--- src/rtl/wb_daq_pkg.sv ---
// wb_daq_pkg - shared constants for the DAQ sample FIFO and the Wishbone
// register block that reads its status.
//   DAQ_DW / DAQ_AW : default word width / address width (depth = 2**DAQ_AW)
//   ST_*            : bit positions of the packed status word
//   daq_status_t    : status word layout, bit 0 = empty ... bit 4 = irq
package wb_daq_pkg;

    localparam int DAQ_DW = 32;
    localparam int DAQ_AW = 4;

    localparam int ST_EMPTY     = 0;
    localparam int ST_FULL      = 1;
    localparam int ST_OVERFLOW  = 2;
    localparam int ST_UNDERFLOW = 3;
    localparam int ST_IRQ       = 4;
    localparam int ST_W         = 5;

    // Field order gives empty at bit 0 through irq at bit 4, matching ST_*.
    typedef struct packed {
        logic irq;
        logic underflow;
        logic overflow;
        logic full;
        logic empty;
    } daq_status_t;

    function automatic daq_status_t pack_status(input logic empty, input logic full,
                                                input logic ovf, input logic udf,
                                                input logic irq);
        daq_status_t s;
        s.empty     = empty;
        s.full      = full;
        s.overflow  = ovf;
        s.underflow = udf;
        s.irq       = irq;
        return s;
    endfunction

endpackage

--- src/rtl/wb_daq_fifo_ram.sv ---
// wb_daq_fifo_ram - simple dual-port RAM, 2**aw x dw, no reset.
//   wb_clk        : clock
//   we/waddr/wdata: write port, written on the rising edge when we=1
//   re/raddr      : read request; rdata is registered and updates only when re=1
//   rdata         : registered read data (returns old contents on a same-address
//                   read/write in one cycle)
module wb_daq_fifo_ram
    import wb_daq_pkg::*;
#(
    parameter int dw = DAQ_DW,
    parameter int aw = DAQ_AW
) (
    input  logic          wb_clk,
    input  logic          we,
    input  logic [aw-1:0] waddr,
    input  logic [dw-1:0] wdata,
    input  logic          re,
    input  logic [aw-1:0] raddr,
    output logic [dw-1:0] rdata
);

    logic [dw-1:0] mem [2**aw];

    always_ff @(posedge wb_clk) begin
        if (we) mem[waddr] <= wdata;
        if (re) rdata <= mem[raddr];
    end

endmodule

--- src/rtl/wb_daq_fifo.sv ---
// wb_daq_fifo - synchronous sample FIFO between the DAQ aggregator and the
// Wishbone register/DMA side.
//   wb_clk, wb_rst_n          : clock, async active-low reset
//   fifo_push, data_in        : write strobe / data from the aggregator
//   fifo_pop                  : read strobe from the WB side
//   data_out, data_valid      : registered read data, one-cycle valid pulse
//   flush                     : synchronous empty, overrides push/pop
//   clear_flags               : clears sticky overflow/underflow
//   fifo_empty/full/count     : registered occupancy status
//   overflow, underflow       : sticky error flags
//   threshold                 : irq level (used only with the macro below)
//   fifo_threshold_irq        : level interrupt
// Build option: define WB_DAQ_FIFO_THRESHOLD_EN to build the threshold
// comparator; otherwise fifo_threshold_irq is tied to 0.
module wb_daq_fifo
    import wb_daq_pkg::*;
#(
    parameter int dw = DAQ_DW,
    parameter int aw = DAQ_AW
) (
    input  logic          wb_clk,
    input  logic          wb_rst_n,
    input  logic          fifo_push,
    input  logic [dw-1:0] data_in,
    input  logic          fifo_pop,
    output logic [dw-1:0] data_out,
    output logic          data_valid,
    input  logic          flush,
    input  logic          clear_flags,
    output logic          fifo_empty,
    output logic          fifo_full,
    output logic [aw:0]   fifo_count,
    output logic          overflow,
    output logic          underflow,
    input  logic [aw:0]   threshold,
    output logic          fifo_threshold_irq
);

    localparam logic [aw:0] FULL_CNT = (aw+1)'(2**aw);
    localparam logic [aw:0] ONE_CNT  = (aw+1)'(1);

    logic [aw-1:0] wr_ptr, rd_ptr;
    logic [aw:0]   count_nxt;
    logic          push_ok, pop_ok, ovf_evt, udf_evt;
    logic          have_data;
    logic [dw-1:0] ram_q;

    // A pop is only refused when empty; a push into a full FIFO still
    // succeeds when a pop frees a slot in the same cycle.
    always_comb begin
        pop_ok    = fifo_pop  & ~fifo_empty & ~flush;
        push_ok   = fifo_push & ~flush & (~fifo_full | pop_ok);
        ovf_evt   = fifo_push & fifo_full & ~fifo_pop & ~flush;
        udf_evt   = fifo_pop  & fifo_empty & ~flush;
        count_nxt = fifo_count;
        if (flush)
            count_nxt = '0;
        else if (push_ok && !pop_ok)
            count_nxt = fifo_count + ONE_CNT;
        else if (pop_ok && !push_ok)
            count_nxt = fifo_count - ONE_CNT;
    end

    always_ff @(posedge wb_clk or negedge wb_rst_n) begin
        if (!wb_rst_n) begin
            wr_ptr     <= '0;
            rd_ptr     <= '0;
            fifo_count <= '0;
            fifo_empty <= 1'b1;
            fifo_full  <= 1'b0;
            data_valid <= 1'b0;
            have_data  <= 1'b0;
            overflow   <= 1'b0;
            underflow  <= 1'b0;
        end else begin
            if (flush) begin
                wr_ptr <= '0;
                rd_ptr <= '0;
            end else begin
                if (push_ok) wr_ptr <= wr_ptr + 1'b1;
                if (pop_ok)  rd_ptr <= rd_ptr + 1'b1;
            end
            fifo_count <= count_nxt;
            fifo_empty <= (count_nxt == '0);
            fifo_full  <= (count_nxt == FULL_CNT);
            data_valid <= pop_ok;
            if (pop_ok) have_data <= 1'b1;
            // A same-cycle error beats clear_flags.
            overflow   <= (overflow  & ~clear_flags) | ovf_evt;
            underflow  <= (underflow & ~clear_flags) | udf_evt;
        end
    end

    wb_daq_fifo_ram #(.dw(dw), .aw(aw)) u_ram (
        .wb_clk (wb_clk),
        .we     (push_ok),
        .waddr  (wr_ptr),
        .wdata  (data_in),
        .re     (pop_ok),
        .raddr  (rd_ptr),
        .rdata  (ram_q)
    );

    // The RAM read register has no reset; mask it until the first real pop
    // so data_out reads 0 out of reset. It holds across empty pops and flush.
    assign data_out = have_data ? ram_q : '0;

`ifdef WB_DAQ_FIFO_THRESHOLD_EN
    // Compares the registered count, so irq trails a count change by a cycle.
    always_ff @(posedge wb_clk or negedge wb_rst_n) begin
        if (!wb_rst_n)
            fifo_threshold_irq <= 1'b0;
        else
            fifo_threshold_irq <= (fifo_count >= threshold) && (threshold != '0);
    end
`else
    logic unused_threshold;
    assign unused_threshold   = ^threshold;
    assign fifo_threshold_irq = 1'b0;
`endif

endmodule

--- config.mk ---
export PLATFORM = sky130hd
export DESIGN_NAME = wb_daq_fifo
export DESIGN_NICKNAME = d
export VERILOG_FILES = /design/src/rtl/wb_daq_pkg.sv /design/src/rtl/wb_daq_fifo_ram.sv /design/src/rtl/wb_daq_fifo.sv
export SDC_FILE = /design/constraint.sdc
export NUM_CORES = 1
export LEC_CHECK = 0
export BUFFER_PORTS_ARGS = -buffer_cell sky130_fd_sc_hd__buf_4
export CAP_MARGIN = 20
export CORE_UTILIZATION = 60
export CTS_BUF_LIST = sky130_fd_sc_hd__clkbuf_8
export CTS_CLUSTER_SIZE = 10
export DETAILED_ROUTE_END_ITERATION = 6
export PLACE_DENSITY = 0.76
export SYNTH_ARGS = -nofsm -noshare
export SYNTH_HDL_FRONTEND = slang
export SYNTH_SLANG_ARGS = --single-unit
--- constraint.sdc ---
create_clock -name wb_clk -period 3.5 [get_ports wb_clk]
set_input_delay 0.35 -clock wb_clk [delete_from_list [all_inputs] [get_ports wb_clk]]
set_output_delay 0.35 -clock wb_clk [all_outputs]
set_load 0.02 [all_outputs]
**Word level (Yosys, flattened, before mapping)**

Memory sizes are Yosys's and may differ from the RTL's. A register that Yosys moved wholly into a read port is not among the register bits.
Cells that the tools add are included.
Widths: inputs -> output; s select.

- Register bits: 19
- Bits in writable memories: 512
- Bits of input ports: 43
- Output and inout port bits: 43
- Logic and storage cells: 51
- Memories: 1

Memory list:

| memory | depth | bits a word | read ports | clocked after Yosys merged registers in | wr ports | line | source |
|---|---|---|---|---|---|---|---|
| u_ram.mem | 16 | 32 | 1 | 1 | 1 | wb_daq_fifo_ram.sv:22 | `logic [dw-1:0] mem [2**aw];` |

- Add/subtract/negate cells: 4
- Equal/unequal tests: 1
- Muxes and demuxes: 10
- Bitwise gates (word level): 19
- Reductions and logical operators: 7

Operators by type and width:

| kind | count |
|---|---|
| $mux 32 | 1 |
| $mux 4 | 4 |
| $mux 5 | 3 |
| $and 1x1->1 | 11 |
| $add 4x1->4 const B | 2 |
| $add 5x1->5 const B | 1 |
| $eq 5x5->1 const B | 1 |
| $logic_not 5->1 | 1 |
| $not 1->1 | 5 |
| $sub 5x1->5 const B | 1 |
| $reduce_bool 2->1 | 2 |
| $or 1x1->1 | 3 |
| $logic_and 1x1->1 | 2 |
| $logic_not 1->1 | 2 |
| $mux 1 | 2 |

**Longest topological paths before layout**

Gate-level depths: netlist (run 1).

- Word-level depth: 11
- Depth in mapped cells: 7
- Mapped depth without buffers: 7

**Hierarchy**

A second synthesis (run 1) with hierarchy kept.

- Cell total of the unflattened synthesis: 966
- Area, all modules: 21404.3 µm²

By module, submodules not included:

| module | times used | cells each | area each (µm²) | sequential area each (µm²) |
|---|---|---|---|---|
| wb_daq_fifo_ram | 1 | 838 | 20174.3 | 16335.7 |
| wb_daq_fifo | 1 | 128 | 1229.9 | 476.7 |

**Least setup slack after synthesis (run 1)**

Ideal clock, no wire load.

- Path kind: register -> register
- Start point: register fifo_empty
- End point: memory u_ram.mem[4][0] in the netlist's numbering (enable)
- Library setup time: 0.392 ns
- Arrival: 2.124 ns
- Data required time: 3.108 ns
- Path slack: 0.984 ns
- Stages on the path, launching flop included: 7
- Buffers on the path: 1
- Period minus slack after synthesis: 2.516 ns
- Cell sequence: dfstp_2 > nand2b_1 > a21oi_1 > clkbuf_1 > nand2_1 > nor2_1 > and2_1

- Longest elaborated chain between the ends: 7

Ends and longest elaborated chain:

| element | line | source |
|---|---|---|
| from (decl) | wb_daq_fifo.sv:30 | `output logic fifo_empty,` |
| from (signal assigned) | wb_daq_fifo.sv:84 | `fifo_empty <= (count_nxt == '0);` |
| $not 1->1 | wb_daq_fifo.sv:51 | `pop_ok = fifo_pop & ~fifo_empty & ~flush;` |
| $and 1x1->1 (2 in series) | wb_daq_fifo.sv:51 |  |
| $or 1x1->1 | wb_daq_fifo.sv:52 | `push_ok = fifo_push & ~flush & (~fifo_full \| pop_ok);` |
| $and 1x1->1 | wb_daq_fifo.sv:52 |  |
| $mux 1 | wb_daq_fifo_ram.sv:25 | `if (we) mem[waddr] <= wdata;` |
| $mux 1 (implied by the code) | wb_daq_fifo_ram.sv:25 |  |
| to (decl) | wb_daq_fifo_ram.sv:22 |  |

No other way between the ends.

==> results of run 1 <==
==> logic make-up after synthesis <==
| family | count (synthesis) |
|---|---|
| DFF | 563 |
| muxes | 163 |
| and+or+nand+nor | 91 |
| buffers and inverters | 52 |
| AOI/OAI and AO/OA | 12 |
| adders and majority gates | 7 |
| xor gates and xnor gates | 7 |
| other | 1 |
==> worst register-to-register path, delay by kind of cell (launching register included) <==
family   cells  cell delay, ps
mux          2            1060
buf+inv      1             500
flops        1             810
==> per-layer routing <==
layer | vias up | part of all wire [%] | global-route usage, % | wire length (um)
met1 | 5283 | 41 | 34.64 | 17460
li1 | 4171 | - | - | -
met3 | 73 | 6.8 | 4.535 | 2906
met2 | 412 | 50 | 38.71 | 21310
met4 | 0 | 1.9 | 8.028 | 805
met5 | - | 0 | 0 | 0
==> stage by stage <==
step           hold WS, ps  power, W  instances  cell area, um2  setup slack (ps)
2_1_floorplan        54.41  0.008577        896           21540             983.7
3_5_place_dp         242.5  0.008973       1426           23000             811.6
3_3_place_gp         233.4  0.008937       1426           23000             845.5
4_1_cts             0.1466   0.01415       1603           24870             767.9
6_report             42.68   0.01403       1603           24870             889.4
5_1_grt              11.83   0.01451       1603           24870             740.2
==> path summary, 6_finish.rpt <==
| check | cells past startpoint | start | end | slack (ps) |
|---|---|---|---|---|
| max | 3 | rd_ptr[0] | u_ram.rdata[22] | 890 |
| min | 1 | data_in[13] | u_ram.mem[4][13] | 40 |
| max reg2reg | 3 | rd_ptr[0] | u_ram.rdata[22] | 890 |
| min reg2reg | 2 | underflow | underflow | 560 |
| max in group asynchronous | 2 | wb_rst_n | rd_ptr[1] | 3090 |
| min in group asynchronous | 2 | wb_rst_n | fifo_count[3] | 140 |
==> layout make-up <==
class                   count  area (um2)  area share (%)
clock buffers              92        1266           5.091
inverters                   7       26.28          0.1056
multi-input cells         281        4471           17.98
flip-flops and latches    563       16820           67.64
well taps                 461       576.8           2.319
clock inverters            64       391.6           1.575
repair buffers            135        1316           5.293
==> report_power, final <==
group / switching (W) / total [W] / internal, W
logic: 0.000570 / 0.00122 / 0.000648
registers: 0.0000978 / 0.00761 / 0.00752
clock network: 0.00241 / 0.00520 / 0.00279
==> flip-flops by register name, summed over array words and instances (netlist names) <==
name         cells
u_ram.mem      512
u_ram.rdata     32
fifo_count       5
rd_ptr           4
wr_ptr           4
data_valid       1
fifo_empty       1
fifo_full        1
have_data        1
overflow         1
underflow        1
==> cell usage in the layout, fill, tap and decap left out, drive strengths merged, types with 2 or more instances in the layout <==
cell type,n
a21oi,3
a41oi,2
and2,44
and3b,2
and4,4
buf,114
bufinv,5
clkbuf,92
clkinv,35
dfrtp,18
dlygate4sd3,21
edfxtp,544
ha,7
inv,30
mux2,3
mux4,160
nand2,7
nand2b,3
nand4,2
nor2,15
nor2b,4
nor3,3
nor4,2
nor4b,2
xnor2,2
xor2,5
==> what timing repair did <==
action,4_1_cts,5_1_grt
endpoints found under the hold margin,255,0
buffers inserted,0,0
hold buffers,21,0
==> impl_metrics.ini, run 1 <==
[power]
p_leak_nw = 7.972
irDropWorstVdd_mv = 0.5074
power_density_nw_per_um2 = 564.2

[clocking]
cts-root-buf = clkbuf_8
clk_pin_slew_worst_paths_ps = 60
numCtsBuffers = 87
cts_max_level = 3
cts.sinks = 563
clock_latency_ps = 620
cts_resized = 0
clk_path_buf_depth = 3
cts_tree = yes

[routing]
firstDrtPassIters = 5
drtAntennaViolNets = 0
vias = 9939
vias_per_cell = 6.200
drt-total-wl_mm = 42.48
dr.first_iter.drc_count = 997
drc = 0
wire_per_inst_um = 26.50

[status]
outcome = completed

[synthesis]
synth_cell_types = 40
synth_area_leaders = edfxtp_1, mux4_2, dfrtp_1
synth_seq_cells = 563
syn_inst = 896
synthAdderAreaFrac_pct = 0.4065
async_flop_share_pct = 3.375
ys_top_cells_by_count = edfxtp_1, mux4_2, and2_1
synth_flop_cell = edfxtp_1
syn-cell-area_um2 = 21540
synth_top_area_share_pct = 75.82
synth_warnings = 0
synth_xor_area_share_pct = 0.2846
muxShareOfSynthArea_pct = 16.90
synth_compound_area_share_pct = 0.4181
yosys.area_share.simple_pct = 2.596
syn_area_per_cell_um2 = 24.05
seq_area_frac_synth_pct = 78.04
synth_most_common_cell = edfxtp_1
yosysTopAreaCell = edfxtp_1
synth-edff-count = 544
synth_top_family_by_area = multiplexers
syn_nets = 946

[setup_path]
critPathBufInv = 1
critPathLaunchType = flop
max_stage_delay_ps = 810
crit_path_end_kind = flop
critPathRequiredTime_ps = 3850
worstSetupPathType = reg -> reg
path_common_cell = mux4_2
worstPathArrival_ps = 2960
cp_top_family = multiplexers
path_max_fanout = 27
path_cells = buf_4 > mux4_2 > mux4_2
critPathSlowestCell = dfrtp_4

[finish]
diodes = 0
area_delta_synth_final_pct = 15.44
n_fill_cell = 2082
utilization_pct = 70.09
fin_nets = 1125
drive_gt1_share_pct = 36.16

[global_route]
grt_pass1_vias = 10310
grt_pass1_wl_mm = 62.88
antenna_found_initial = 0
grt_usage_pct = 24.33
gr-total-overflow = 0
grt_max_degree = 38

[timing]
rsz0062_at_grt = no
tns_ps = 0
timing.fmax_ghz = 0.3830
hold_violations = 0
finalCritPeriodShare_pct = 74.59
slew_headroom_pct = 23.07
fin_crit_ps = 2611
tightest_slew_ps = 1154
fin_skew_ps = 37.94
drv_slew = 0
final-setup-viol-count = 0

[run]
cap_violations = 0

[floorplan]
dieWidth_um = 191.5
dieArea_um2 = 36670
rows = 69
initial_core_util_pct = 60.72
core-area_um2 = 35480
pin_count = 86
die_h_um = 191.5

[place]
post-dp-hpwl_mm = 23.45
port_buffers = 79
gp_congestion = 0.7898

[min_path]
worstHoldPathType = in -> reg
No activity file was read; power rests on OpenSTA's default activity.
==> run 2, diff against run 1 <==
Settings changed: ABC_AREA set to 1.
Clock period 3.5 ns to 2.55 ns, I/O delays scaled along.
==> run 2 against run 1 <==
Effect of this change:
- sequential share of layout area is 2.5 points lower
- critical path type unchanged
- combinational power grew 69%
- first-iteration DRC count increased by 36%
==> impl_metrics.ini, run 2 <==
[status]
outcome = completed

[synthesis]
yosys.area_share.simple_pct = 9.740
synth_flop_cell = edfxtp_1
synth_xor_area_share_pct = 0.07779
ys_top_cells_by_count = edfxtp_1, nor2_1, o21ai_0
synth_warnings = 0
syn_nets = 1789
muxShareOfSynthArea_pct = 0
synth_compound_area_share_pct = 11.38
async_flop_share_pct = 3.375
synth_top_area_share_pct = 72.54
synthAdderAreaFrac_pct = 0.3889
synth_area_leaders = edfxtp_1, nor2_1, o21ai_0
synth_seq_cells = 563
syn_inst = 1739
synth_cell_types = 35
seq_area_frac_synth_pct = 74.66
yosysTopAreaCell = edfxtp_1
syn_area_per_cell_um2 = 12.95
synth-edff-count = 544
synth_most_common_cell = edfxtp_1
syn-cell-area_um2 = 22520
synth_top_family_by_area = compound AO/OA/AOI/OAI gates

[place]
port_buffers = 79
gp_congestion = 0.7870
dpl_worst_slack_ps = 479.4
post-dp-hpwl_mm = 26.05
placed_cell_area_um2 = 23930

[floorplan]
core-area_um2 = 36790
dieArea_um2 = 38310
die_h_um = 195.7
rows = 70
pin_count = 86
dieWidth_um = 195.7
initial_core_util_pct = 61.22

[setup_path]
critPathLaunchType = flop
worstSetupPathType = reg -> reg
critPathRequiredTime_ps = 2860
path_max_fanout = 16
critPathSlowestCell = dfstp_2
crit_start = fifo_empty
path_cells = inv_1 > nand2_1 > a21oi_2 > nand2_1 > nor2_4 > buf_12
crit_path_end_kind = flop
timing.rr.start = fifo_empty
max_stage_delay_ps = 370
worstPathArrival_ps = 2400
path_common_cell = nand2_1

[routing]
drtAntennaViolNets = 0
vias_per_cell = 5.935
dr.first_iter.drc_count = 1354
drt-total-wl_mm = 49.94
drc = 0
wire_per_inst_um = 20.72
vias = 14300
firstDrtPassIters = 6

[timing]
hold_violations = 0
fin_skew_ps = 17.92
finalCritPeriodShare_pct = 81.98
drv_slew = 0
setup_ws_ps = 459.6
timing.fmax_ghz = 0.4784
tightest_slew_ps = 592.6
final-setup-viol-count = 0
fin_crit_ps = 2090
rsz0062_at_grt = no
slew_headroom_pct = 60.49

[global_route]
antenna_found_initial = 1
grt_pass1_vias = 14200
gr-total-overflow = 0
grt_pass1_wl_mm = 77.06
grt_max_degree = 117
grt_usage_pct = 26.70

[finish]
drive_gt1_share_pct = 14.53
largest_register = u_ram.mem
reg_top3 = u_ram.mem (512), u_ram.rdata (32), fifo_count (5)
final_area_um2 = 25820
utilization_pct = 70.19
largest_reg_flops = 512
area_delta_synth_final_pct = 14.66
fin_nets = 1925
most-common-layout-cells = edfxtp_1, nor2_1, o21ai_0
final_common_cell = edfxtp_1
seq_area_um2 = 16820
n_fill_cell = 2387
multi_input_comb_area_um2 = 4986

[clocking]
cts-root-buf = clkbuf_8
numCtsBuffers = 85
cts_resized = 0
cts_tree = yes
cts_max_level = 3
cts.sinks = 563
clk_path_buf_depth = 3
clock_latency_ps = 620
clk_pin_slew_worst_paths_ps = 60

[run]
cap_violations = 0

[min_path]
worstHoldPathType = in -> reg
worstHoldStart = fifo_pop

[power]
finalPower_w = 0.01906
p_leak_nw = 8.797
power_density_nw_per_um2 = 738.2
irDropWorstVdd_mv = 0.4417
## run 2: cell count changes after synthesis, moves of 83 or more
cell      change
o211ai_1    +124
nand2_1      +83
nor2_1      +375
o21ai_1      +83
o21ai_0     +217
mux4_2      -160
## run 2: cells by family (layout without fill, tap and decap cells)
logic type / count (synthesis) / count (layout)
AO/OA/AOI/OAI: 438 / 438
XOR/XNOR: 2 / 2
adder cells (fa/ha/maj): 7 / 7
buffers and inverters: 176 / 378
flip-flops: 563 / 563
other: 1 / 2
AND/OR/NAND/NOR: 552 / 552
## run 2: area by class of cell
type / instances / area share (%)
tap: 468 / 2.268
inverter: 62 / 0.9304
antenna: 1 / 0.009691
timing repair buffer: 163 / 6.454
sequential: 563 / 65.16
clock inverter: 65 / 1.177
clock buffer: 88 / 4.691
multi-input combinational: 1000 / 19.31
## run 2: metal layers
layer,share of wire [%],vias up,GRT usage [%]
met5,0,-,0
met1,41,6993,34.76
met2,49,611,45.11
met4,3.2,0,10.73
li1,-,6576,-
met3,7.3,124,4.624
## run 2: per-stage QoR
step,std cells,TNS [ps],hold slack (ps)
final,2410,0,74.99
after global routing,2410,0,65.25
after detailed placement,2219,0,148.1
after floorplan,1739,-122120,-40.59
after CTS,2409,0,18.72
after global placement,2219,0,148.0
## run 2: worst paths after layout
| kind | endpoint | slack, ps | cells past startpoint |
|---|---|---|---|
| setup reg to reg | u_ram.mem[7][10] | 460 | 6 |
| max in group asynchronous | fifo_empty | 2180 | 2 |
| min in group asynchronous | data_valid | 100 | 2 |
| hold reg to reg | wr_ptr[2] | 600 | 1 |
| hold / removal | rd_ptr[2] | 70 | 5 |
| setup / recovery | u_ram.mem[7][10] | 460 | 6 |
## run 2: critical path: cells and delay by family (launching register included)
family / cells / cell delay, ps
and+or+nand+nor: 3 / 820
DFF: 1 / 370
buffers and inverters: 2 / 290
AOI/OAI and AO/OA: 1 / 280
## run 2: power breakdown
group          total [W]  switching (W)  internal, W
registers         0.0104      0.0000808       0.0103
logic            0.00206        0.00137     0.000693
clock network    0.00659        0.00329      0.00331
total             0.0191        0.00474       0.0143
## run 2: what timing repair did
item | in CTS | in global routing
hold buffers | 37 | 0
buffers inserted | 0 | 0
endpoints found under the hold margin | 535 | 0
